==> src/rtl/mem_arb_pkg.sv <==
// Shared constants for the two-requester memory arbiter: state encoding,
// default widths and requester indices.
package mem_arb_pkg;

    localparam int AW_DEFAULT        = 12;
    localparam int DW_DEFAULT        = 32;
    localparam int MAX_BURST_DEFAULT = 8;

    localparam logic REQ_CORE   = 1'b0;
    localparam logic REQ_LOADER = 1'b1;

    typedef logic [1:0] arb_state_t;

    localparam logic [1:0] ST_IDLE = 2'd0;
    localparam logic [1:0] ST_OWN0 = 2'd1;
    localparam logic [1:0] ST_OWN1 = 2'd2;

endpackage

==> src/rtl/rr_arb2.sv <==
// Two-way round-robin pointer and the IDLE-state owner selection.
module rr_arb2
    import mem_arb_pkg::*;
(
    input  logic clk,
    input  logic reset_n,
    input  logic req0,
    input  logic req1,
    input  logic release_own,
    input  logic release_id,
    output logic pick,
    output logic any_req
);

    logic ptr;

    // Whoever just gave up ownership loses the next tie.
    always_ff @(posedge clk or negedge reset_n) begin
        if (!reset_n) begin
            ptr <= REQ_CORE;
        end else if (release_own) begin
            ptr <= ~release_id;
        end
    end

    assign any_req = req0 | req1;
    assign pick    = (req0 & req1) ? ptr : req1;

endmodule

==> src/rtl/mem_arbiter.sv <==
// Arbitrates a single-port memory between the core (m0) and a loader/debug
// port (m1), with bursts capped at MAX_BURST while the other side waits.
module mem_arbiter
    import mem_arb_pkg::*;
#(
    parameter int AW        = AW_DEFAULT,
    parameter int DW        = DW_DEFAULT,
    parameter int MAX_BURST = MAX_BURST_DEFAULT
) (
    input  logic          clk,
    input  logic          reset_n,
    input  logic          m0_req,
    input  logic          m0_we,
    input  logic [AW-1:0] m0_addr,
    input  logic [DW-1:0] m0_wdata,
    input  logic          m0_lock,
    output logic          m0_gnt,
    output logic          m0_rvalid,
    output logic [DW-1:0] m0_rdata,
    input  logic          m1_req,
    input  logic          m1_we,
    input  logic [AW-1:0] m1_addr,
    input  logic [DW-1:0] m1_wdata,
    input  logic          m1_lock,
    output logic          m1_gnt,
    output logic          m1_rvalid,
    output logic [DW-1:0] m1_rdata,
    output logic [AW-1:0] mem_addr,
    output logic [DW-1:0] mem_wd,
    output logic          mem_we,
    input  logic [DW-1:0] mem_rd,
    output logic          busy,
    output logic [1:0]    dbg_state
);

    localparam int CW = $clog2(MAX_BURST + 1);

    arb_state_t    state, state_nxt;
    logic [CW-1:0] burst_cnt, cnt_nxt;
    logic          own0, own1, xfer, exit_own, pick, any_req;
    logic          cur_req, cur_we, cur_lock, other_req;

    // Handshake: a requester holds req (with we/addr/wdata stable) until it
    // sees gnt; a cycle with req & gnt is one transfer, committed at the edge.
    assign own0   = (state == ST_OWN0);
    assign own1   = (state == ST_OWN1);
    assign m0_gnt = own0 & m0_req;
    assign m1_gnt = own1 & m1_req;
    assign xfer   = m0_gnt | m1_gnt;

    assign cur_req   = own1 ? m1_req  : m0_req;
    assign cur_we    = own1 ? m1_we   : m0_we;
    assign cur_lock  = own1 ? m1_lock : m0_lock;
    assign other_req = own1 ? m0_req  : m1_req;

    always_comb begin
        cnt_nxt = burst_cnt;
        if (xfer && (burst_cnt != CW'(MAX_BURST))) begin
            cnt_nxt = burst_cnt + 1'b1;
        end
    end

    // The cap counts this cycle's transfer, so the owner gets exactly MAX_BURST.
    assign exit_own = (own0 | own1) &
                      ((~cur_req & ~cur_lock) | ((cnt_nxt == CW'(MAX_BURST)) & other_req));

    rr_arb2 u_rr (
        .clk         (clk),
        .reset_n     (reset_n),
        .req0        (m0_req),
        .req1        (m1_req),
        .release_own (exit_own),
        .release_id  (own1),
        .pick        (pick),
        .any_req     (any_req)
    );

    always_comb begin
        state_nxt = state;
        case (state)
            ST_IDLE: if (any_req) state_nxt = pick ? ST_OWN1 : ST_OWN0;
            ST_OWN0,
            ST_OWN1: if (exit_own) state_nxt = ST_IDLE;
            default: state_nxt = ST_IDLE;
        endcase
    end

    always_ff @(posedge clk or negedge reset_n) begin
        if (!reset_n) begin
            state     <= ST_IDLE;
            burst_cnt <= '0;
        end else begin
            state     <= state_nxt;
            burst_cnt <= (state_nxt != state) ? '0 : cnt_nxt;
        end
    end

    always_ff @(posedge clk or negedge reset_n) begin
        if (!reset_n) begin
            m0_rvalid <= 1'b0;
            m1_rvalid <= 1'b0;
            m0_rdata  <= '0;
            m1_rdata  <= '0;
        end else begin
            m0_rvalid <= m0_gnt & ~m0_we;
            m1_rvalid <= m1_gnt & ~m1_we;
            if (m0_gnt & ~m0_we) m0_rdata <= mem_rd;
            if (m1_gnt & ~m1_we) m1_rdata <= mem_rd;
        end
    end

    always_comb begin
        mem_addr = '0;
        mem_wd   = '0;
        if (own0) begin
            mem_addr = m0_addr;
            mem_wd   = m0_wdata;
        end else if (own1) begin
            mem_addr = m1_addr;
            mem_wd   = m1_wdata;
        end
    end

    assign mem_we    = xfer & cur_we;
    assign busy      = (state != ST_IDLE);
    assign dbg_state = state;

endmodule

==> config.mk <==
export PLATFORM = sky130hd
export DESIGN_NAME = mem_arbiter
export DESIGN_NICKNAME = d
export VERILOG_FILES = /design/src/rtl/mem_arb_pkg.sv /design/src/rtl/rr_arb2.sv /design/src/rtl/mem_arbiter.sv
export SDC_FILE = /design/constraint.sdc
export NUM_CORES = 1
export LEC_CHECK = 0
export CORE_AREA = 2 2 128 130
export CTS_CLUSTER_SIZE = 30
export DETAILED_ROUTE_END_ITERATION = 7
export DIE_AREA = 0 0 130 132
export DONT_BUFFER_PORTS = 1
export PLACE_DENSITY_LB_ADDON = 0.1
export SYNTH_ARGS = -nofsm -noshare
export SYNTH_HDL_FRONTEND = slang
export SYNTH_SLANG_ARGS = --single-unit
==> constraint.sdc <==
create_clock -name clk -period 6.41 [get_ports clk]
set_input_delay 1.923 -clock clk [delete_from_list [all_inputs] [get_ports clk]]
set_output_delay 1.923 -clock clk [all_outputs]
set_load 0.01 [all_outputs]
== Word level (Yosys, flattened, before mapping) ==
Cells that the tools add are included.

* Flip-flop bits (word level): 73
* Bits of input ports: 128
* Output and inout bits: 116

* Reductions and logical operators: 4
* $add $sub $neg: 1
* Muxes and demuxes: 15
* Bitwise gates (word level): 18
* Eq/ne operators: 5

{| class="wikitable"
|+ Operator list
! operator !! count
|-
| 32-bit two-way mux || 2
|-
| 12-bit two-way mux || 2
|-
| 1-bit bitwise AND || 9
|-
| 4-bit two-way mux || 2
|-
| 2-bit two-way mux || 3
|-
| 1-bit two-way mux || 5
|-
| 1-bit inverter || 5
|-
| 4-bit by 1-bit adder with 4-bit output (second input constant) || 1
|-
| 4-bit equality test (second input constant) || 1
|-
| 4-bit != test (second input constant) || 1
|-
| 1-bit bitwise OR || 4
|-
| 2-bit one-hot mux with 2 select lines || 1
|-
| 2-bit by 1-bit equality test with 1-bit output (second input constant) || 1
|-
| 2-bit equality test (second input constant) || 1
|-
| 2-bit zero test || 1
|-
| 2-bit != test || 1
|-
| 2-bit nonzero test || 1
|-
| 2-bit OR reduction || 1
|-
| 1-bit logical AND || 1
|}

== Logic depth before layout (Yosys ltp) ==
Gate-level depths: netlist of the first run.

* Word-level depth: 13
* Gate-level depth with buffers: 10
* Mapped depth without buffers: 7

== By module ==
A second synthesis of the first run with hierarchy kept.

* Cells, all modules: 409
* Area, all modules: 3593.4 um^2

{| class="wikitable"
|+ By module, submodules not included
! module !! instances !! area each (um^2) !! cells an instance !! sequential area each (um^2)
|-
| mem_arbiter || 1 || 3540.9 || 404 || 1801.7
|-
| rr_arb2 || 1 || 52.6 || 5 || 25.0
|}

== Worst setup path before layout of the first run ==
Ideal clock, no wire load.

* Kind: input to output
* Start: input port m0_req
* End: output port m0_gnt
* Path buffers: 1
* Path slack: 2222 ps
* Cell stages on the path: 2
* Arrival time: 2265 ps
* Cell sequence: buf_2 -> and2_1

* Cells in the longest elaborated chain, start to end: 1

{| class="wikitable"
|+ Ends and longest elaborated chain
! item !! line !! source
|-
| start: declaration || mem_arbiter.sv:12 || <nowiki>input logic m0_req,</nowiki>
|-
| 1-bit bitwise AND || mem_arbiter.sv:47 || <nowiki>assign m0_gnt = own0 & m0_req;</nowiki>
|-
| end: declaration || mem_arbiter.sv:17 || <nowiki>output logic m0_gnt,</nowiki>
|}

Every way passes these cells.

== Worst setup path after layout of the first run ==
* Start: register state[0] (netlist: dbg_state[0])
* End: output port mem_wd[20]

* Cells in the longest elaborated chain, start to end: 3
* Elaborated cells on any way between the ends: 4

{| class="wikitable"
|+ Ends and longest elaborated chain
! item !! line !! source
|-
| start: declaration || mem_arbiter.sv:38 || <nowiki>arb_state_t state, state_nxt;</nowiki>
|-
| start signal: assignment || mem_arbiter.sv:93 || <nowiki>state <= state_nxt;</nowiki>
|-
| 2-bit equality test || mem_arbiter.sv:46 || <nowiki>assign own1 = (state == ST_OWN1);</nowiki>
|-
| 32-bit two-way mux || mem_arbiter.sv:118 || <nowiki>end else if (own1) begin</nowiki>
|-
| 32-bit two-way mux (*) || mem_arbiter.sv:115 || <nowiki>if (own0) begin</nowiki>
|-
| end: declaration || mem_arbiter.sv:29 || <nowiki>output logic [DW-1:0] mem_wd,</nowiki>
|}

Mark *: on every way between the ends. The rest lies on a longest branch, timed or not.

==> results of run 1 <==
[metal layers]
| layer | vias to the layer above | GRT usage, % | wire, microns |
|---|---|---|---|
| met5 | - | 0 | 0 |
| met4 | 0 | 6.69 | 493 |
| met3 | 23 | 4.87 | 1120 |
| met2 | 173 | 20.4 | 5200 |
| met1 | 1367 | 13.7 | 4040 |
| li1 | 1343 | - | - |
[where the power goes]
part | internal [uW] | total (uW) | switching (uW)
Sequential | 667 | 934 | 267
Clock | 351 | 538 | 188
Combinational | 241 | 644 | 402
[registers in the layout, indices dropped and copies added, names as in the netlist]
| register | count |
|---|---|
| m0_rdata | 32 |
| m1_rdata | 32 |
| burst_cnt | 4 |
| dbg_state | 2 |
| m0_rvalid | 1 |
| m1_rvalid | 1 |
| u_rr.ptr | 1 |
[cell type report]
class                      instances  area [sq um]
fill                            1683         11600
sequential                        73          1830
multi-input combinational        302          1630
tap                              216           270
clock buffer                      11           243
clock inverter                     5          78.8
timing repair buffer               6          45.0
inverter                          10          37.5
antenna                            3          7.51
[final timing paths]
| path | slack, ns | startpoint | endpoint |
|---|---|---|---|
| worst max register to register | 3.51 | dbg_state[1] | u_rr.ptr |
| min in group asynchronous | 1.29 | reset_n | m1_rdata[12] |
| worst min-delay path | 0.54 | m1_rdata[24] | m1_rdata[24] |
| worst max-delay path | 2.05 | dbg_state[0] | mem_wd[20] |
| max in group asynchronous | 4.99 | reset_n | m0_rdata[11] |
| worst min register to register | 0.54 | m1_rdata[24] | m1_rdata[24] |
[logic make-up after synthesis]
kind of cell,count (synthesis),synth area share [%]
AOI/OAI and AO/OA,72,17.5
xor gates and xnor gates,2,0.488
adders and majority gates,6,2.09
buffers and inverters,36,3.94
DFF,73,50.9
muxes,3,0.836
and+or+nand+nor,219,24.3
[cells in the final DEF, fill, tap and decap left out, drive strengths merged, types with 3 or more instances in the layout]
cell type,synthesis,layout
a21oi,4,4
a22o,44,44
buf,8,6
clkbuf,18,11
clkinv,0,3
dfrtp,73,73
diode,0,3
ha,6,6
inv,10,10
mux2i,3,3
nand2,198,198
nand2b,4,4
nor2,5,5
o21ai,5,5
[Yosys cell counts (2+ instances only)]
cell type	count
sky130_fd_sc_hd__a21oi_1	4
sky130_fd_sc_hd__a22o_1	44
sky130_fd_sc_hd__and2_1	2
sky130_fd_sc_hd__buf_1	5
sky130_fd_sc_hd__buf_2	2
sky130_fd_sc_hd__clkbuf_1	18
sky130_fd_sc_hd__dfrtp_1	73
sky130_fd_sc_hd__ha_1	6
sky130_fd_sc_hd__inv_1	10
sky130_fd_sc_hd__mux2i_1	3
sky130_fd_sc_hd__nand2_1	198
sky130_fd_sc_hd__nand2b_1	4
sky130_fd_sc_hd__nand4_1	2
sky130_fd_sc_hd__nor2_1	5
sky130_fd_sc_hd__nor2b_1	2
sky130_fd_sc_hd__o211ai_1	2
sky130_fd_sc_hd__o21ai_0	5
sky130_fd_sc_hd__o311ai_0	2
[stage by stage]
stage,util (%),worst slack (ns),instance area (sq um)
finish,26.3,2.05,4140
global route,26.3,1.87,4140
CTS,26.3,2.04,4130
detailed placement,24.2,2.20,3810
global placement,24.2,2.20,3810
floorplan,-,2.22,3590
[tightest hold or removal path, stage by stage, from the launching register on]
cell,delay (ns)
sky130_fd_sc_hd__dfrtp_1,0.39
sky130_fd_sc_hd__nand2_1,0.06
sky130_fd_sc_hd__nand2_1,0.06
==> flow_metrics.py, run 1 <==
metrics = {
    "critical_path": {
        "worst_ep_arrival_time_ns": 2.43,
        "element_type_at_the_critical_path_end": "primary output",
        "cp_num_buf_inv": 3,
        "critPathKind": "flip-flop to primary output",
        "timing.critical_path.cells": "inv_1, ha_1, inv_1, nor2_2, buf_4, a22o_1",
        "worst_path_largest_cell_delay_ns": 0.51,
        "critical_path.max_fanout": 43,
        "worstRegToRegCells": 8,
        "data_required_time_at_the_worst_endpoint_ns": 4.49,
        "worst_path_top_cell_family_by_delay": "buffers and inverters",
        "crit_path_frequent_cell": "sky130_fd_sc_hd__inv_1",
        "slowest_stage": "sky130_fd_sc_hd__dfrtp_1",
        "critical_path_depth": 6,
        "startpoint_type": "flip-flop",
    },
    "cts": {
        "cts_htree_levels": 3,
        "cts.sink_count": 73,
        "ctsResizeCount": 0,
        "tritoncts_clock_tree": "done",
        "cts_made_buffers": 9,
        "clk_transition_reported_paths_ns": 0.06,
        "holdBufCountCts": 0,
        "clockBufferDepth": 2,
        "ctsRootBufferMaster": "sky130_fd_sc_hd__clkbuf_16",
        "buffer_count_from_post_cts_setup_fixing": 0,
        "worstSkewPairLatency_ns": 0.33,
    },
    "final_layout": {
        "final_layout_size_suffix_gt1_share_pct": 6.88,
        "nNetsFinal": 536,
        "layoutNonFillerInstCount": 626,
        "syn2layout_area_growth_pct": 15.1,
    },
    "power": {
        "cellLeakagePower_uw": 0.00206,
        "max-vdd-ir-drop_v": 0.000141,
        "fin_total_pwr_uw": 2120,
        "power_density_nw_per_um2": 512,
    },
    "route": {
        "viasPerCell": 4.64,
        "first_iter_violations": 101,
        "final_antenna_net_count": 0,
        "drt_drc_violations_left": 0,
        "first_pass_iters": 4,
        "finalWirelength_mm": 10.9,
        "average_wire_length_per_cell_after_detail_routing_microns": 17.3,
        "dr_total_vias": 2906,
    },
    "place": {
        "post_dp_hpwl_mm": 7.54,
        "place.detailed.instances": 607,
        "place.port_buffers": 0,
        "finalWeightedCongestion": 0.762,
    },
    "run_status": {
        "run_status": "finished clean",
    },
    "yosys": {
        "synth_top_area_share_pct": 50.9,
        "synth_seq_area_share_pct": 50.9,
        "synth.distinct_cells": 42,
        "synthDominantAreaCellType": "sky130_fd_sc_hd__dfrtp_1",
        "synth_async_sr_flop_share_pct": 100,
        "mappedNetlistNets": 545,
        "post_synth_main_area_contributors": "sky130_fd_sc_hd__dfrtp_1 (51%), sky130_fd_sc_hd__nand2_1 (21%), sky130_fd_sc_hd__a22o_1 (11%), sky130_fd_sc_hd__ha_1 (2.1%), sky130_fd_sc_hd__clkbuf_1 (1.9%)",
        "synth_area_per_cell_sq_um": 8.74,
        "syn_area_sq_um": 3590,
        "synth_enable_flop_cells": 0,
        "ys_ff_latch": 73,
        "synth-warning-count": 0,
        "synth_top_flop_cell": "sky130_fd_sc_hd__dfrtp_1",
        "syn-instance-count": 411,
    },
    "min_path": {
        "min_path_type": "flip-flop to flip-flop",
        "hold_path_depth": 2,
    },
    "sta": {
        "timing.max_slew.rel_slack_pct": 60.7,
        "timing_worst_slew_pin_value_ns": 0.583,
        "rsz_0062_raised_after_global_routing": "false",
        "holdWs_ns": 0.541,
        "layout_min_cycle_time_ns": 4.36,
        "achievable-frequency_mhz": 230,
        "setup_violators_final": 0,
        "finalHoldViolCount": 0,
        "final.period_utilization_pct": 68.0,
        "worst_skew_ns": 0.00715,
        "final_max_slew_viol_count": 0,
        "setup_total_negative_slack_ns": 0,
    },
    "global_routing": {
        "grt_first_pass_wirelength_mm": 16.3,
        "grt-ovfl-total": 0,
        "grt_max_degree": 74,
        "groute.usage.overall_pct": 12.4,
        "first_global_vias": 2814,
        "antenna_found_initial": 3,
    },
    "floorplanning": {
        "rows": 46,
        "floorplan.die.height_microns": 132,
        "chipWidth_microns": 130,
        "dieArea_sq_um": 17200,
        "fp.coreArea_sq_um": 15700,
        "ioPinCount": 244,
        "start_util_pct": 22.9,
    },
    "job": {
        "timing.max_cap.violations": 0,
    },
}
No activity file was read; power rests on OpenSTA's default activity.
==> run 2: changes to the inputs <==
==> constraint.sdc (replaced) <==
create_clock -name clk -period 3.56 [get_ports clk]
set_input_delay 1.068 -clock clk [delete_from_list [all_inputs] [get_ports clk]]
set_output_delay 1.068 -clock clk [all_outputs]
set_load 0.01 [all_outputs]
==> run 2 against run 1 <==
Non-clock buffer count unchanged. Utilization is essentially flat. Global-route usage is 0.082 points higher. Final cell count up 0.32%. Sequential power is 80% higher. Die area stayed put.
==> flow_metrics.py, run 2 (synthesis gave the netlist of run 1 again) <==
metrics = {
    "place": {
        "placed_cell_area_sq_um": 3810,
        "post_dp_hpwl_mm": 7.79,
        "place.port_buffers": 0,
        "preCtsSetupSlack_ns": 0.526,
        "finalWeightedCongestion": 0.846,
        "place.detailed.instances": 607,
    },
    "critical_path": {
        "startpoint_type": "flip-flop",
        "worst_r2r_endpoint": "u_rr.ptr",
        "crit_path_frequent_cell": "sky130_fd_sc_hd__inv_1",
        "critPathKind": "flip-flop to primary output",
        "timing.critical_path.cells": "inv_1, ha_2, inv_1, nor2_2, buf_4, a22o_1",
        "rr_startpoint": "dbg_state[1]",
        "worst_path_top_cell_family_by_delay": "buffers and inverters",
        "data_required_time_at_the_worst_endpoint_ns": 2.49,
        "worstRegToRegCells": 8,
        "element_type_at_the_critical_path_end": "primary output",
        "r2r_setup_slack_ns": 0.69,
        "cp_num_buf_inv": 3,
        "worst_path_largest_cell_delay_ns": 0.49,
        "critical_path.max_fanout": 43,
        "worst_ep_arrival_time_ns": 2.20,
        "slowest_stage": "sky130_fd_sc_hd__dfrtp_1",
    },
    "floorplanning": {
        "floorplan.die.height_microns": 132,
        "ioPinCount": 244,
        "start_util_pct": 22.9,
        "chipWidth_microns": 130,
        "rows": 46,
        "dieArea_sq_um": 17200,
        "fp.coreArea_sq_um": 15700,
    },
    "sta": {
        "setup_slack_ns": 0.294,
        "final_max_slew_viol_count": 0,
        "achievable-frequency_mhz": 306,
        "worst_skew_ns": 0.00723,
        "layout_min_cycle_time_ns": 3.27,
        "setup_total_negative_slack_ns": 0,
        "finalHoldViolCount": 0,
        "timing.max_slew.rel_slack_pct": 59.5,
        "setup_violators_final": 0,
        "timing_worst_slew_pin_value_ns": 0.600,
        "rsz_0062_raised_after_global_routing": "false",
        "final.period_utilization_pct": 91.7,
    },
    "global_routing": {
        "grt_max_degree": 74,
        "first_global_vias": 2805,
        "groute.usage.overall_pct": 12.5,
        "grt-ovfl-total": 0,
        "grt_first_pass_wirelength_mm": 16.1,
        "antenna_found_initial": 5,
    },
    "route": {
        "first_pass_iters": 6,
        "detailroute.wirelength.met2_mm": 5.37,
        "viasPerCell": 4.61,
        "finalWirelength_mm": 10.9,
        "final_antenna_net_count": 0,
        "first_iter_violations": 112,
        "average_wire_length_per_cell_after_detail_routing_microns": 17.4,
        "drt_drc_violations_left": 0,
        "top_signal_layer_used": "met4",
        "wl_met1_mm": 4.04,
        "dr_total_vias": 2895,
        "met3_wl_mm": 1.04,
    },
    "final_layout": {
        "syn2layout_area_growth_pct": 15.0,
        "num-fill-cells": 1689,
        "largestRegisters": "m0_rdata: 32 flops, m1_rdata: 32 flops, burst_cnt: 4 flops",
        "layoutNonFillerInstCount": 628,
        "final_area_sq_um": 4130,
        "final_common_cell": "sky130_fd_sc_hd__nand2_1",
        "layout.cells.most_common_list": "sky130_fd_sc_hd__nand2_1 (198), sky130_fd_sc_hd__dfrtp_1 (73), sky130_fd_sc_hd__a22o_1 (44)",
        "area_of_combinational_cells_with_multiple_inputs_sq_um": 1630,
        "finish.utilization_pct": 26.3,
        "final_layout_size_suffix_gt1_share_pct": 6.88,
        "nNetsFinal": 536,
        "ff_latch_area_sq_um": 1830,
    },
    "cts": {
        "cts_htree_levels": 3,
        "clk_transition_reported_paths_ns": 0.06,
        "buffer_count_from_post_cts_setup_fixing": 0,
        "ctsRootBufferMaster": "sky130_fd_sc_hd__clkbuf_16",
        "tritoncts_clock_tree": "done",
        "cts.sink_count": 73,
        "clockBufferDepth": 2,
        "cts_made_buffers": 9,
        "worstSkewPairLatency_ns": 0.33,
    },
    "job": {
        "timing.max_cap.violations": 0,
    },
    "power": {
        "netSwitchingFraction_pct": 40.5,
        "net_switching_component_of_the_power_uw": 1530,
        "p_int_uw": 2250,
        "cellLeakagePower_uw": 0.00206,
        "power.sequential.fraction_pct": 44.4,
        "clkPwrFrac_pct": 25.3,
        "max-vdd-ir-drop_v": 0.000271,
        "logic_gate_share_of_total_power_pct": 30.3,
        "power_density_nw_per_um2": 915,
    },
    "min_path": {
        "min_path_type": "input port to asynchronous set/reset pin",
    },
    "run_status": {
        "run_status": "finished clean",
    },
}
[run 2: changes by cell type in the layout (fill, tap and decap cells not counted), sizes merged]
cell,change
inv,+1
clkinv,-1
diode,+2
[run 2: worst max-delay path by stage]
stage / slack (ns) / end / startpoint / depth (start not counted)
floorplan: 0.63 / mem_addr[0] / dbg_state[1] / 6
global placement: 0.56 / mem_wd[20] / dbg_state[0] / 6
detailed placement: 0.53 / mem_wd[6] / dbg_state[0] / 6
CTS: 0.15 / mem_wd[6] / dbg_state[0] / 6
global route: 0.14 / mem_wd[6] / dbg_state[0] / 6
finish: 0.29 / mem_wd[6] / dbg_state[0] / 6
[run 2: cell type report]
| cell class | count | share of cell area (%) |
|---|---|---|
| multi-input combinational | 302 | 39.4 |
| tap | 216 | 6.54 |
| timing repair buffer | 6 | 1.09 |
| sequential | 73 | 44.2 |
| clock inverter | 5 | 1.91 |
| antenna | 5 | 0.303 |
| inverter | 10 | 0.908 |
| clock buffer | 11 | 5.63 |
[run 2: worst register-to-register path, stage by stage, from the launching register on]
cell                       delay, ns
sky130_fd_sc_hd__dfrtp_1        0.51
sky130_fd_sc_hd__inv_1          0.21
sky130_fd_sc_hd__ha_1           0.23
sky130_fd_sc_hd__buf_4          0.42
sky130_fd_sc_hd__a22oi_4        0.12
sky130_fd_sc_hd__or4_4          0.52
sky130_fd_sc_hd__a221oi_4       0.35
sky130_fd_sc_hd__a21oi_1        0.07
sky130_fd_sc_hd__a311o_1        0.32
[run 2: per-stage QoR]
stage	hold WS [ns]	total power [uW]
global placement	0.531	2850
detailed placement	0.532	2860
global route	0.402	4060
floorplan	0.514	2580
CTS	0.410	3840
finish	0.427	3780
[run 2: power by group through the flow]
stage               sequential [uW]  combinational, uW  clock (uW)
floorplan                      1580                991           0
global placement               1710               1140           0
detailed placement             1710               1150           0
CTS                            1700               1160         992
global route                   1740               1290        1030
finish                         1680               1150         958
[run 2: metal layers]
layer / track usage [%] / vias up
met5: 0 / -
met4: 7.29 / 0
met1: 13.9 / 1361
met3: 4.75 / 19
met2: 20.2 / 165
li1: - / 1350
[run 2: timing repair]
action                                  4_1_cts  5_1_grt
hold buffers                                  0        0
endpoints found under the setup margin        0        1
hold endpoints to repair                      0        0
gates resized for setup                       0        1
